==> config.mk <==
export PLATFORM = sky130hd
export DESIGN_NAME = prefix_addsub_pipe_flat
export DESIGN_NICKNAME = d
export VERILOG_FILES = /design/src/rtl/prefix_addsub_pipe_if.sv /design/src/rtl/prefix_addsub_pipe.sv /design/src/flat_wrapper.sv
export SDC_FILE = /design/constraint.sdc
export NUM_CORES = 1
export LEC_CHECK = 0
export CAP_MARGIN = 40
export CORE_MARGIN = 2
export CORE_UTILIZATION = 51
export DETAILED_ROUTE_END_ITERATION = 10
export PLACE_DENSITY = 0.77
export SLEW_MARGIN = 5
export SYNTH_ARGS = -nofsm -noshare
export SYNTH_HDL_FRONTEND = slang
export SYNTH_SLANG_ARGS = --single-unit
==> constraint.sdc <==
create_clock -name clock -period 1.6 [get_ports clock]
set_input_delay 0.32 -clock clock [delete_from_list [all_inputs] [get_ports clock]]
set_output_delay 0.32 -clock clock [all_outputs]
set_load 0.01 [all_outputs]
==> src/rtl/prefix_addsub_pipe_if.sv <==
// Operand/result handshake bundle for prefix_addsub_pipe.
// WIDTH must match the WIDTH of the attached prefix_addsub_pipe.
interface prefix_addsub_pipe_if #(
    parameter int unsigned WIDTH = 32
);
    logic             valid_in;
    logic             ready_in;
    logic [WIDTH-1:0] a;
    logic [WIDTH-1:0] b;
    logic             cin;
    logic             sub;
    logic             flush;
    logic             valid_out;
    logic             ready_out;
    logic [WIDTH-1:0] sum;
    logic             cout;
    logic             ovf;
    logic             zero;

    modport master (
        output valid_in, a, b, cin, sub, flush, ready_out,
        input  ready_in, valid_out, sum, cout, ovf, zero
    );

    modport slave (
        input  valid_in, a, b, cin, sub, flush, ready_out,
        output ready_in, valid_out, sum, cout, ovf, zero
    );
endinterface

==> src/rtl/prefix_addsub_pipe.sv <==
// Pipelined Kogge-Stone adder/subtractor with valid/ready flow control and a global stall.
// Latency is ceil(log2(WIDTH)/LVL_PER_STG) prefix stages plus one output stage.
module prefix_addsub_pipe #(
    parameter int unsigned WIDTH       = 32,
    parameter int unsigned LVL_PER_STG = 1
) (
    input  logic                 clock,
    input  logic                 reset_n,
    prefix_addsub_pipe_if.slave  bus
);
    localparam int unsigned LEVELS = $clog2(WIDTH);
    localparam int unsigned NSTG   = (LEVELS + LVL_PER_STG - 1) / LVL_PER_STG;

    logic adv;
    assign adv         = ~bus.valid_out | bus.ready_out;
    assign bus.ready_in = adv;

    logic [WIDTH-1:0] b_eff;
    logic [WIDTH-1:0] g0;
    logic [WIDTH-1:0] p0;
    logic             c0;

    always_comb begin
        b_eff = bus.sub ? ~bus.b : bus.b;
        g0    = bus.a & b_eff;
        p0    = bus.a ^ b_eff;
        c0    = bus.cin ^ bus.sub;
    end

    // Each stage carries group generate/propagate (gq/ppq) plus the raw
    // bit propagate (pq) and carry-in needed by the output stage.
    for (genvar s = 0; s < NSTG; s++) begin : g_stg
        logic [WIDTH-1:0] g_in, pp_in, p_in;
        logic             v_in, c0_in;
        logic [WIDTH-1:0] g_nx, pp_nx, gt, pt;
        logic [WIDTH-1:0] gq, ppq, pq;
        logic             vq, c0q;

        if (s == 0) begin : g_first
            assign g_in  = g0;
            assign pp_in = p0;
            assign p_in  = p0;
            assign c0_in = c0;
            assign v_in  = bus.valid_in;
        end else begin : g_rest
            assign g_in  = g_stg[s-1].gq;
            assign pp_in = g_stg[s-1].ppq;
            assign p_in  = g_stg[s-1].pq;
            assign c0_in = g_stg[s-1].c0q;
            assign v_in  = g_stg[s-1].vq;
        end

        always_comb begin
            g_nx  = g_in;
            pp_nx = pp_in;
            gt    = '0;
            pt    = '0;
            for (int unsigned l = s * LVL_PER_STG;
                 l < LEVELS && l < (s + 1) * LVL_PER_STG; l++) begin
                gt = g_nx;
                pt = pp_nx;
                for (int unsigned i = (1 << l); i < WIDTH; i++) begin
                    g_nx[i]  = gt[i] | (pt[i] & gt[i - (1 << l)]);
                    pp_nx[i] = pt[i] & pt[i - (1 << l)];
                end
            end
        end

        always_ff @(posedge clock or negedge reset_n) begin
            if (!reset_n) begin
                vq  <= 1'b0;
                gq  <= '0;
                ppq <= '0;
                pq  <= '0;
                c0q <= 1'b0;
            end else begin
                if (bus.flush) begin
                    vq <= 1'b0;
                end else if (adv) begin
                    vq <= v_in;
                end
                if (adv) begin
                    gq  <= g_nx;
                    ppq <= pp_nx;
                    pq  <= p_in;
                    c0q <= c0_in;
                end
            end
        end
    end

    // After the last level gq[i]/ppq[i] span bits [i:0], so each carry is
    // resolved against c0 in one step.
    logic [WIDTH:0]   carry;
    logic [WIDTH-1:0] sum_nx;
    logic             vf;

    always_comb begin
        carry  = {g_stg[NSTG-1].gq | (g_stg[NSTG-1].ppq & {WIDTH{g_stg[NSTG-1].c0q}}),
                  g_stg[NSTG-1].c0q};
        sum_nx = g_stg[NSTG-1].pq ^ carry[WIDTH-1:0];
        vf     = g_stg[NSTG-1].vq;
    end

    logic             vout_q;
    logic [WIDTH-1:0] sum_q;
    logic             cout_q;
    logic             ovf_q;
    logic             zero_q;

    always_ff @(posedge clock or negedge reset_n) begin
        if (!reset_n) begin
            vout_q <= 1'b0;
            sum_q  <= '0;
            cout_q <= 1'b0;
            ovf_q  <= 1'b0;
            zero_q <= 1'b0;
        end else begin
            if (bus.flush) begin
                vout_q <= 1'b0;
            end else if (adv) begin
                vout_q <= vf;
            end
            if (adv) begin
                sum_q  <= sum_nx;
                cout_q <= carry[WIDTH];
                ovf_q  <= carry[WIDTH] ^ carry[WIDTH-1];
                zero_q <= ~|sum_nx;
            end
        end
    end

    assign bus.valid_out = vout_q;
    assign bus.sum       = sum_q;
    assign bus.cout      = cout_q;
    assign bus.ovf       = ovf_q;
    assign bus.zero      = zero_q;
endmodule

==> src/flat_wrapper.sv <==
// flat-port wrapper written by rule: the top's interface ports become plain ports
module prefix_addsub_pipe_flat 
#(
    parameter int unsigned WIDTH       = 32,
    parameter int unsigned LVL_PER_STG = 1
)
  (clock, reset_n, bus_valid_in, bus_a, bus_b, bus_cin, bus_sub, bus_flush, bus_ready_out, bus_ready_in, bus_valid_out, bus_sum, bus_cout, bus_ovf, bus_zero);
  prefix_addsub_pipe_if #(.WIDTH(WIDTH)) bus_i ();
  input  logic clock;
  input  logic reset_n;
  input wire logic [$bits(bus_i.valid_in)-1:0] bus_valid_in;
  input wire logic [$bits(bus_i.a)-1:0] bus_a;
  input wire logic [$bits(bus_i.b)-1:0] bus_b;
  input wire logic [$bits(bus_i.cin)-1:0] bus_cin;
  input wire logic [$bits(bus_i.sub)-1:0] bus_sub;
  input wire logic [$bits(bus_i.flush)-1:0] bus_flush;
  input wire logic [$bits(bus_i.ready_out)-1:0] bus_ready_out;
  output wire logic [$bits(bus_i.ready_in)-1:0] bus_ready_in;
  output wire logic [$bits(bus_i.valid_out)-1:0] bus_valid_out;
  output wire logic [$bits(bus_i.sum)-1:0] bus_sum;
  output wire logic [$bits(bus_i.cout)-1:0] bus_cout;
  output wire logic [$bits(bus_i.ovf)-1:0] bus_ovf;
  output wire logic [$bits(bus_i.zero)-1:0] bus_zero;
  assign bus_i.valid_in = bus_valid_in;
  assign bus_i.a = bus_a;
  assign bus_i.b = bus_b;
  assign bus_i.cin = bus_cin;
  assign bus_i.sub = bus_sub;
  assign bus_i.flush = bus_flush;
  assign bus_i.ready_out = bus_ready_out;
  assign bus_ready_in = bus_i.ready_in;
  assign bus_valid_out = bus_i.valid_out;
  assign bus_sum = bus_i.sum;
  assign bus_cout = bus_i.cout;
  assign bus_ovf = bus_i.ovf;
  assign bus_zero = bus_i.zero;
  prefix_addsub_pipe #(.WIDTH(WIDTH), .LVL_PER_STG(LVL_PER_STG)) u_core (.clock(clock), .reset_n(reset_n), .bus(bus_i));
endmodule
# ---- After elaboration in Yosys (flattened, before gate mapping)
# Cells that the tools add are included.
dict set report word_totals {
  regBits 526
  mem_count 0
  word_cells 443
  latch_bits 0
  in_bits 71
  rom_bits 0
  ramBits 0
}
dict set report op_classes {
  shifts 0
  mul 0
  magnitude_cmp 0
  n_bitwise 397
  addsub 0
  eq_ne 0
  div 0
  muxes 13
  reduce_logical 3
}
# cell n
set ops {}
lappend ops {{bitwise AND 1 bit} 258}
lappend ops {{bitwise OR 1 bit} 130}
lappend ops {{bitwise AND 32 bit} 2}
lappend ops {{XOR 32 bit} 2}
lappend ops {{2-to-1 mux 32 bit} 1}
lappend ops {{NOT 32 bit} 1}
lappend ops {{bitwise OR 32 bit} 1}
lappend ops {{OR reduction 32 bit} 1}
lappend ops {{2-to-1 mux 1 bit} 12}
lappend ops {{nonzero test 2 bit} 1}
lappend ops {{XOR 1 bit} 2}
lappend ops {{zero test 1 bit} 1}
lappend ops {{NOT 1 bit} 1}

# ---- Longest topological paths before layout
# Gate-level depths: netlist of the first run.
dict set report depth {
  word_depth 5
  ltp_mapped 7
}

# ---- Least setup slack after synthesis of the first run
# Ideal clock, no wire load.
dict set report synth_timing {
  path_type {in2reg}
  start {input bus_sub}
  end {register u_core.g_stg[0].gq[29]}
  setup_time_ns 0.135
  setup_slack_ns 0.016
  arrival_time_ns 1.449
  path_stages 6
  cell_sequence {clkbuf_1 > buf_2 > xor2_1 > ha_1 > a21oi_1 > o21ai_0}
}
dict set report synth_via {
  elab_chain_cells 4
}
# item line_no
set synth_lines {}
lappend synth_lines {{start: declaration} flat_wrapper.sv:15} ;# input wire logic [$bits(bus_i.sub)-1:0] bus_sub;
lappend synth_lines {{2-to-1 mux 32 bit} prefix_addsub_pipe.sv:24} ;# b_eff = bus.sub ? ~bus.b : bus.b;
lappend synth_lines {{XOR 32 bit} prefix_addsub_pipe.sv:26} ;# p0 = bus.a ^ b_eff;
lappend synth_lines {{net u_core.g_stg[0].p_in[29]} prefix_addsub_pipe.sv:33} ;# logic [WIDTH-1:0] g_in, pp_in, p_in;
lappend synth_lines {{bitwise AND 1 bit} prefix_addsub_pipe.sv:63} ;# g_nx[i] = gt[i] | (pt[i] & gt[i - (1 << l)]);
lappend synth_lines {{bitwise OR 1 bit} prefix_addsub_pipe.sv:63}
lappend synth_lines {{end signal: assignment} prefix_addsub_pipe.sv:83} ;# gq <= g_nx;
lappend synth_lines {{end: declaration} prefix_addsub_pipe.sv:36} ;# logic [WIDTH-1:0] gq, ppq, pq;
# The timed path passes the listed nets, and every way through them passes these cells.
# A chain may end at the register's enable or synchronous reset.

# ---- Worst setup path after layout of the first run
dict set report layout_timing {
  start {register u_core.g_stg[4].c0q}
  end {register u_core.zero_q, in the netlist u_core.bus.zero}
}
dict set report layout_via {
  elab_chain_cells 5
}
# item line_no
set layout_lines {}
lappend layout_lines {{start: declaration} prefix_addsub_pipe.sv:37} ;# logic vq, c0q;
lappend layout_lines {{start signal: assignment} prefix_addsub_pipe.sv:86} ;# c0q <= c0_in;
lappend layout_lines {{bitwise AND 32 bit} prefix_addsub_pipe.sv:99} ;# carry = {g_stg[NSTG-1].gq | (g_stg[NSTG-1].ppq & {WIDTH{g_stg[NSTG-1].c0q}}),
lappend layout_lines {{bitwise OR 32 bit} prefix_addsub_pipe.sv:99}
lappend layout_lines {{XOR 32 bit (*)} prefix_addsub_pipe.sv:101} ;# sum_nx = g_stg[NSTG-1].pq ^ carry[WIDTH-1:0];
lappend layout_lines {{OR reduction 32 bit (*)} prefix_addsub_pipe.sv:128} ;# zero_q <= ~|sum_nx;
lappend layout_lines {{zero test 1 bit (*)} prefix_addsub_pipe.sv:128}
lappend layout_lines {{end signal: assignment} prefix_addsub_pipe.sv:128}
lappend layout_lines {{end: declaration} prefix_addsub_pipe.sv:109} ;# logic zero_q;
# Mark *: on every way between the ends. The rest lies on a longest branch, timed or not.

==> results of run 1 <==
## power by group through the flow
| stage | registers (mW) | logic [mW] | clock network (mW) |
|---|---|---|---|
| final | 16.7 | 4.72 | 11.9 |
| after global placement | 16.7 | 4.37 | 0 |
| after floorplan | 16.3 | 1.98 | 0 |
| after detailed placement | 16.8 | 4.51 | 0 |
| after global routing | 16.8 | 5.25 | 12.5 |
| after CTS | 16.6 | 4.60 | 12.0 |
## cells in the mapped netlist (2+ instances only)
| cell type | n |
|---|---|
| a21oi_1 | 161 |
| nand2_1 | 1100 |
| nor2_1 | 5 |
| nand3_1 | 131 |
| clkbuf_1 | 48 |
| xor2_1 | 63 |
| a21oi_2 | 4 |
| o21ai_0 | 164 |
| ha_1 | 33 |
| dfrtp_1 | 521 |
| nand4_1 | 6 |
| buf_6 | 2 |
| buf_2 | 73 |
| nor3_1 | 2 |
## per-layer routing
layer	track usage [%]	part of all wire (%)
met1	34.5	42
met2	41.1	48
met3	3.66	6.2
met4	8.87	3.8
met5	0	0
## metrics by stage
stage | setup slack [ns] | setup TNS (ns) | utilization (%) | cells
floorplan | 0.0165 | 0 | - | 2320
global placement | -0.358 | -106.34 | 57.8 | 2956
detailed placement | -0.399 | -122.32 | 57.8 | 2956
CTS | -0.143 | -0.388 | 62.3 | 3063
global route | -0.306 | -0.817 | 63.7 | 3081
finish | -0.234 | -0.395 | 63.7 | 3081
## timing repair
action	in CTS	in global routing
setup endpoints to repair	47	278
hold buffers	1	0
buffers inserted	18	5
cloned	0	13
resized for setup	80	49
hold endpoints to repair	122	0
pin swaps	10	17
## final cells by class
class	instances	area [um^2]	share of cell area [%]
multi-input cells	1675	7660	29.4
clock buffers	74	1470	5.66
clock inverters	14	189	0.726
well taps	532	666	2.56
flip-flops and latches	521	13000	50.1
repair buffers	264	2970	11.4
inverters	1	11.3	0.0433
## cells by family (layout without fill, tap and decap cells)
| kind of cell | after synthesis | in the layout | share of synthesized area (%) |
|---|---|---|---|
| XOR/XNOR | 64 | 64 | 2.65 |
| adder cells (fa/ha/maj) | 33 | 33 | 1.95 |
| flip-flops | 521 | 521 | 61.7 |
| AND/OR/NAND/NOR | 1246 | 1246 | 23.0 |
| AO/OA/AOI/OAI | 332 | 332 | 8.00 |
| buffers and inverters | 124 | 353 | 2.71 |
## state kept, by name, summed over array words and instances, names as in the netlist
signal                count
u_core.bus.cout           1
u_core.g_stg.vq           5
u_core.bus.valid_out      1
u_core.bus.ovf            1
u_core.bus.zero           1
u_core.g_stg.gq         160
u_core.g_stg.ppq        155
u_core.bus.sum           32
u_core.g_stg.pq         160
u_core.g_stg.c0q          5
## worst max-delay path by stage
stage | startpoint | to | slack (ns) | cells after the start
2_1_floorplan | bus_sub | u_core.g_stg[0].gq[29] | 0.02 | 6
3_3_place_gp | u_core.g_stg[4].c0q | u_core.bus.zero | -0.36 | 6
3_5_place_dp | bus_ready_out | u_core.bus.sum[26] | -0.40 | 5
4_1_cts | u_core.g_stg[4].c0q | u_core.bus.zero | -0.14 | 6
5_1_grt | u_core.g_stg[4].c0q | u_core.bus.zero | -0.31 | 7
6_report | u_core.g_stg[4].c0q | u_core.bus.zero | -0.23 | 7
## worst max-delay path, cell delays in order, from the launching register on
cell,delay [ns]
dfrtp_2,0.50
buf_8,0.19
a21oi_2,0.12
buf_4,0.13
xor2_2,0.18
nand3_1,0.15
nor4_4,0.31
a32o_2,0.19
## layout by cell type, fill, tap and decap left out, types with 2 or more instances in the layout
master	instances
clkdlybuf4s15_1	26
bufinv_16	4
a21oi_2	17
nand4_1	6
dfrtp_1	520
buf_8	7
clkinv_2	7
nor2_1	5
nand2_1	1100
buf_4	101
nand3_1	131
xor2_2	5
clkbuf_1	11
clkdlybuf4s50_1	68
o21ai_0	163
dlygate4sd2_1	8
xor2_1	58
ha_1	33
buf_6	7
buf_12	21
clkbuf_8	13
inv_6	2
buf_16	10
clkbuf_16	62
a21oi_1	147
buf_2	2
==> metrics.txt, run 1 <==
Yosys warnings=0; Yosys cell types=21; Arrival @ worst endpoint=2.36 ns; Sw Pwr=9.02 mW; Switching Fraction=27.1%; Filler cells=3105; first-pass GRT wire length=87500 um; Final WS setup=-0.234 ns; initial antenna violation count=0; row count=74; Clock Latency Late Sink=0.58 ns; reg2reg start=u_core.g_stg[4].c0q; Yosys top cell area share=61.7%; Max Fanout on Critical Path=12; I/O pin count=108; syn_nets=2424; WHS=0.239 ns; Seq pwr share=50.1%; Async SR Flop Fraction=100%; largest cells by area after synthesis=dfrtp_1 (62%), nand2_1 (20%), o21ai_0 (3.9%), a21oi_1 (3.8%), nand3_1 (3.1%); CTS tree=done; Yosys reg bits=521; crit path time final=1.83 ns; All-Layer GR Usage=25.1%; DR DRC count=0; Total Nets Final=2617; Iter 0 DRT Violations=1485; Core Region=40800 um^2; Sink Count=521; max-cap violation count=0; final instance area=26000 um^2; Syn Inst Count=2320; number of global-route vias before repair=16.7k; Clock power frac=35.7%; number of nets with antenna violations after routing=0; Clock transition at path regs=0.06 ns; total congestion overflow=0; worst hold path type=in -> async; First-pass DRT Iterations=6; combinational share of power=14.2%; IO buf count=107; CTS H-tree lvls=2; Initial Utilization=51.8%; Worst Skew=0.0301 ns; R2R setup slack=-0.23 ns; Worst setup SP type=register; Syn Area/Cell=9.11 um^2; Max Clk Rate=545 MHz; violated checks=negative setup slack; Max-slew headroom=70.6%; R2R depth=7; Die Area=43100 um^2; Longest Clk Path Bufs=3; critical path class=reg -> reg; Worst Path Required=2.12 ns; VDD IR-drop max=726 uV; Slew @ Worst Pin=0.441 ns; largest net degree at the start of global routing=86; Placed Area=23600 um^2; internal power=24.3 mW; P_leak=12.8 nW; R2R Path End=u_core.bus.zero; unrepaired setup endpoints after global routing=true; final worst-path cycle share=115%; die width=208 um; Layout area overhead=23.0%; Via density=5.56; Final setup viols=4; max-slew violation count=0; Synth area leader=dfrtp_1; via count=17.1k; Power Density=1280 nW/um^2; diode count=0; drt wl/cell=18.4 um; post-synthesis sequential area ratio=61.7%; total power=33.3 mW; Post-Route WL=56500 um; endpoint class of the critical path=register; number of buffers created by CTS=50; EDFF count, synth=0; clock root buffer=clkbuf_16; layout cells sized above 1=10.5%; ys flop type=dfrtp_1; GP Congestion=0.917; post-DP HPWL=38200 um; Die Ht=208 um; status=finished with violations; synthesized cell area=21100 um^2; final hold vios=0
No activity file was read; power rests on OpenSTA's default activity.
==> run 2, diff against run 1 <==
- ABC_AREA: unset -> 1
- GPL_ROUTABILITY_DRIVEN: unset -> 0
==> run 2 against run 1 <==
Compared with the run above: the flow still finishes with violations (negative setup slack); synthesized cell count is 0.65% higher; global-route usage is 1.4 points higher; maximum frequency is 9.8% higher; design area is 0.67% lower; non-clock buffer count is 53 lower; first-iteration DRC count is 25% higher; clock power is 3% higher; via count is 1.3% higher; sequential share of layout area is 0.34 points higher; die area is 1.0% higher; largest cell class unchanged.
==> metrics.txt, run 2 <==
post-synthesis sequential area ratio=61.0%; worst hold path type=in -> async; final instance area=25800 um^2; post-synthesis mux area share=0.0527%; number of global-route vias before repair=16.9k; Iter 0 DRT Violations=1849; CTS tree=done; Post-Route WL=58200 um; drt wl/cell=19.1 um; Core Region=41100 um^2; Initial Utilization=52.0%; max-cap violation count=0; endpoint class of the critical path=output port; Syn Area/Cell=9.15 um^2; I/O pin count=108; most common cell after layout, fill and taps aside=nand2_1; critical path class=reg -> out; Worst Skew=0.0158 ns; crit path time final=1.67 ns; Final setup viols=19; total power=33.4 mW; Largest regs=u_core.g_stg.gq: 160 flops, u_core.g_stg.pq: 160 flops, u_core.g_stg.ppq: 155 flops; P_leak=12.1 nW; Post-Layout Cell Count=3052; final hold vios=0; All-Layer GR Usage=26.5%; Via density=5.68; max-slew violation count=0; Synth Area in Simple Gates=18.0%; Placed Area=23400 um^2; Yosys cell types=21; Yosys top cell area share=61.0%; Die Ht=209 um; Final WS setup=-0.0700 ns; Max-slew headroom=62.9%; most frequent cells in the layout=nand2_1 (860), dfrtp_1 (520), o21ai_0 (344); Synth area leader=dfrtp_1; final worst-path cycle share=104%; total congestion overflow=0; CTS H-tree lvls=2; largest family of logic cells by synthesized area=simple AND/OR/NAND/NOR gates; synthesized cell area=21400 um^2; placed cell count=2935; Max Clk Rate=599 MHz; largest net degree at the start of global routing=101; largest cells by area after synthesis=dfrtp_1 (61%), nand2_1 (15%), o21ai_0 (8.2%), a21oi_1 (3.0%), inv_1 (2.4%); status=finished with violations; first-pass GRT wire length=91200 um; clock root buffer=clkbuf_16; Die Area=43500 um^2; Yosys reg bits=521; Max Fanout on Critical Path=3; Async SR Flop Fraction=100%; area of the multi-input gates=7300 um^2; ys flop type=dfrtp_1; First-pass DRT Iterations=6; Worst Path Required=1.28 ns; unrepaired setup endpoints after global routing=true; commonest cells in the netlist=nand2_1 (869), dfrtp_1 (521), o21ai_0 (352); violated checks=negative setup slack; DR DRC count=0; Total Nets Final=2586; Longest Clk Path Bufs=3; Reg area=13000 um^2; Syn Inst Count=2335; number of buffers created by CTS=51; Clock Latency Late Sink=0.58 ns; Clock transition at path regs=0.06 ns; layout cells sized above 1=8.30%; Layout area overhead=20.9%; row count=74; via count=17.3k; Arrival @ worst endpoint=1.35 ns; VDD IR-drop max=817 uV; number of nets with antenna violations after routing=0; xor-xnor portion of the synthesized cell area=1.43%; initial antenna violation count=1; syn_nets=2439; Filler cells=3210; Core Util, Final=62.8%; setup TNS=-0.343 ns; R2R depth=8; die width=209 um; most common cell in the netlist=nand2_1; post-DP HPWL=37400 um; Power Density=1290 nW/um^2; Yosys warnings=0; complex-gate fraction of the synthesized area=12.5%; Worst setup SP type=register; Sink Count=521; EDFF count, synth=0; IO buf count=107; area share of fa/ha/maj cells after synthesis=1.93%; Slew @ Worst Pin=0.556 ns
run 2: layout make-up:
type	count	share of cell area [%]
well taps	532	2.58
inverters	135	1.99
clock inverters	9	0.475
diodes	1	0.00969
flip-flops and latches	521	50.5
clock buffers	81	6.20
multi-input cells	1562	28.3
repair buffers	211	10.0
run 2: report_power, final:
| group | internal (mW) | switching [mW] | total (mW) |
|---|---|---|---|
| Clock | 7.30 | 4.96 | 12.3 |
| Combinational | 1.86 | 2.66 | 4.52 |
| Sequential | 15.1 | 1.52 | 16.6 |
| Total | 24.2 | 9.14 | 33.4 |
run 2: worst max-delay path: stages, from the launching register on:
cell	delay (ns)
dfrtp_1	0.36
inv_2	0.05
nor2_4	0.18
inv_8	0.06
buf_6	0.12
run 2: timing repair:
action,in CTS,in global routing
resized for setup,80,43
setup endpoints to repair,97,326
hold buffers,1,0
endpoints found under the hold margin,307,0
buffers inserted,5,6
cloned,9,6
pin swaps,1,8
run 2: routing by layer:
| layer | global-route usage, % | up-vias | share of wire (%) |
|---|---|---|---|
| met5 | 0 | - | 0 |
| li1 | - | 7878 | - |
| met2 | 41.0 | 748 | 46 |
| met1 | 37.2 | 8564 | 42 |
| met3 | 4.78 | 146 | 8.1 |
| met4 | 11.4 | 0 | 4.1 |
run 2: worst paths after layout:
| check | slack (ns) | start | to |
|---|---|---|---|
| worst max-delay path | -0.07 | u_core.bus.valid_out | bus_ready_in |
| min in group clock | 0.33 | bus_sub | u_core.g_stg[0].c0q |
| worst max register to register | -0.06 | u_core.bus.valid_out | u_core.g_stg[4].gq[18] |
| max in group asynchronous | 0.59 | reset_n | u_core.g_stg[0].pq[21] |
| worst min register to register | 0.47 | u_core.g_stg[2].pq[24] | u_core.g_stg[3].pq[24] |
| worst min-delay path | 0.20 | reset_n | u_core.g_stg[1].pq[23] |
run 2: logic make-up (layout without fill, tap and decap cells):
logic type               after synthesis  in the layout
AND/OR/NAND/NOR                      976            976
flip-flops                           521            521
AO/OA/AOI/OAI                        517            517
buffers and inverters                252            436
XOR/XNOR                              35             35
adder cells (fa/ha/maj)               33             33
multiplexers                           1              1
other                                  0              1
run 2: stage by stage:
step	hold WS [ns]	worst slack, ns
after floorplan	0.0244	0.0190
after global placement	0.197	-0.382
after detailed placement	0.197	-0.425
after CTS	0.190	-0.117
after global routing	0.218	-0.128
final	0.197	-0.0700
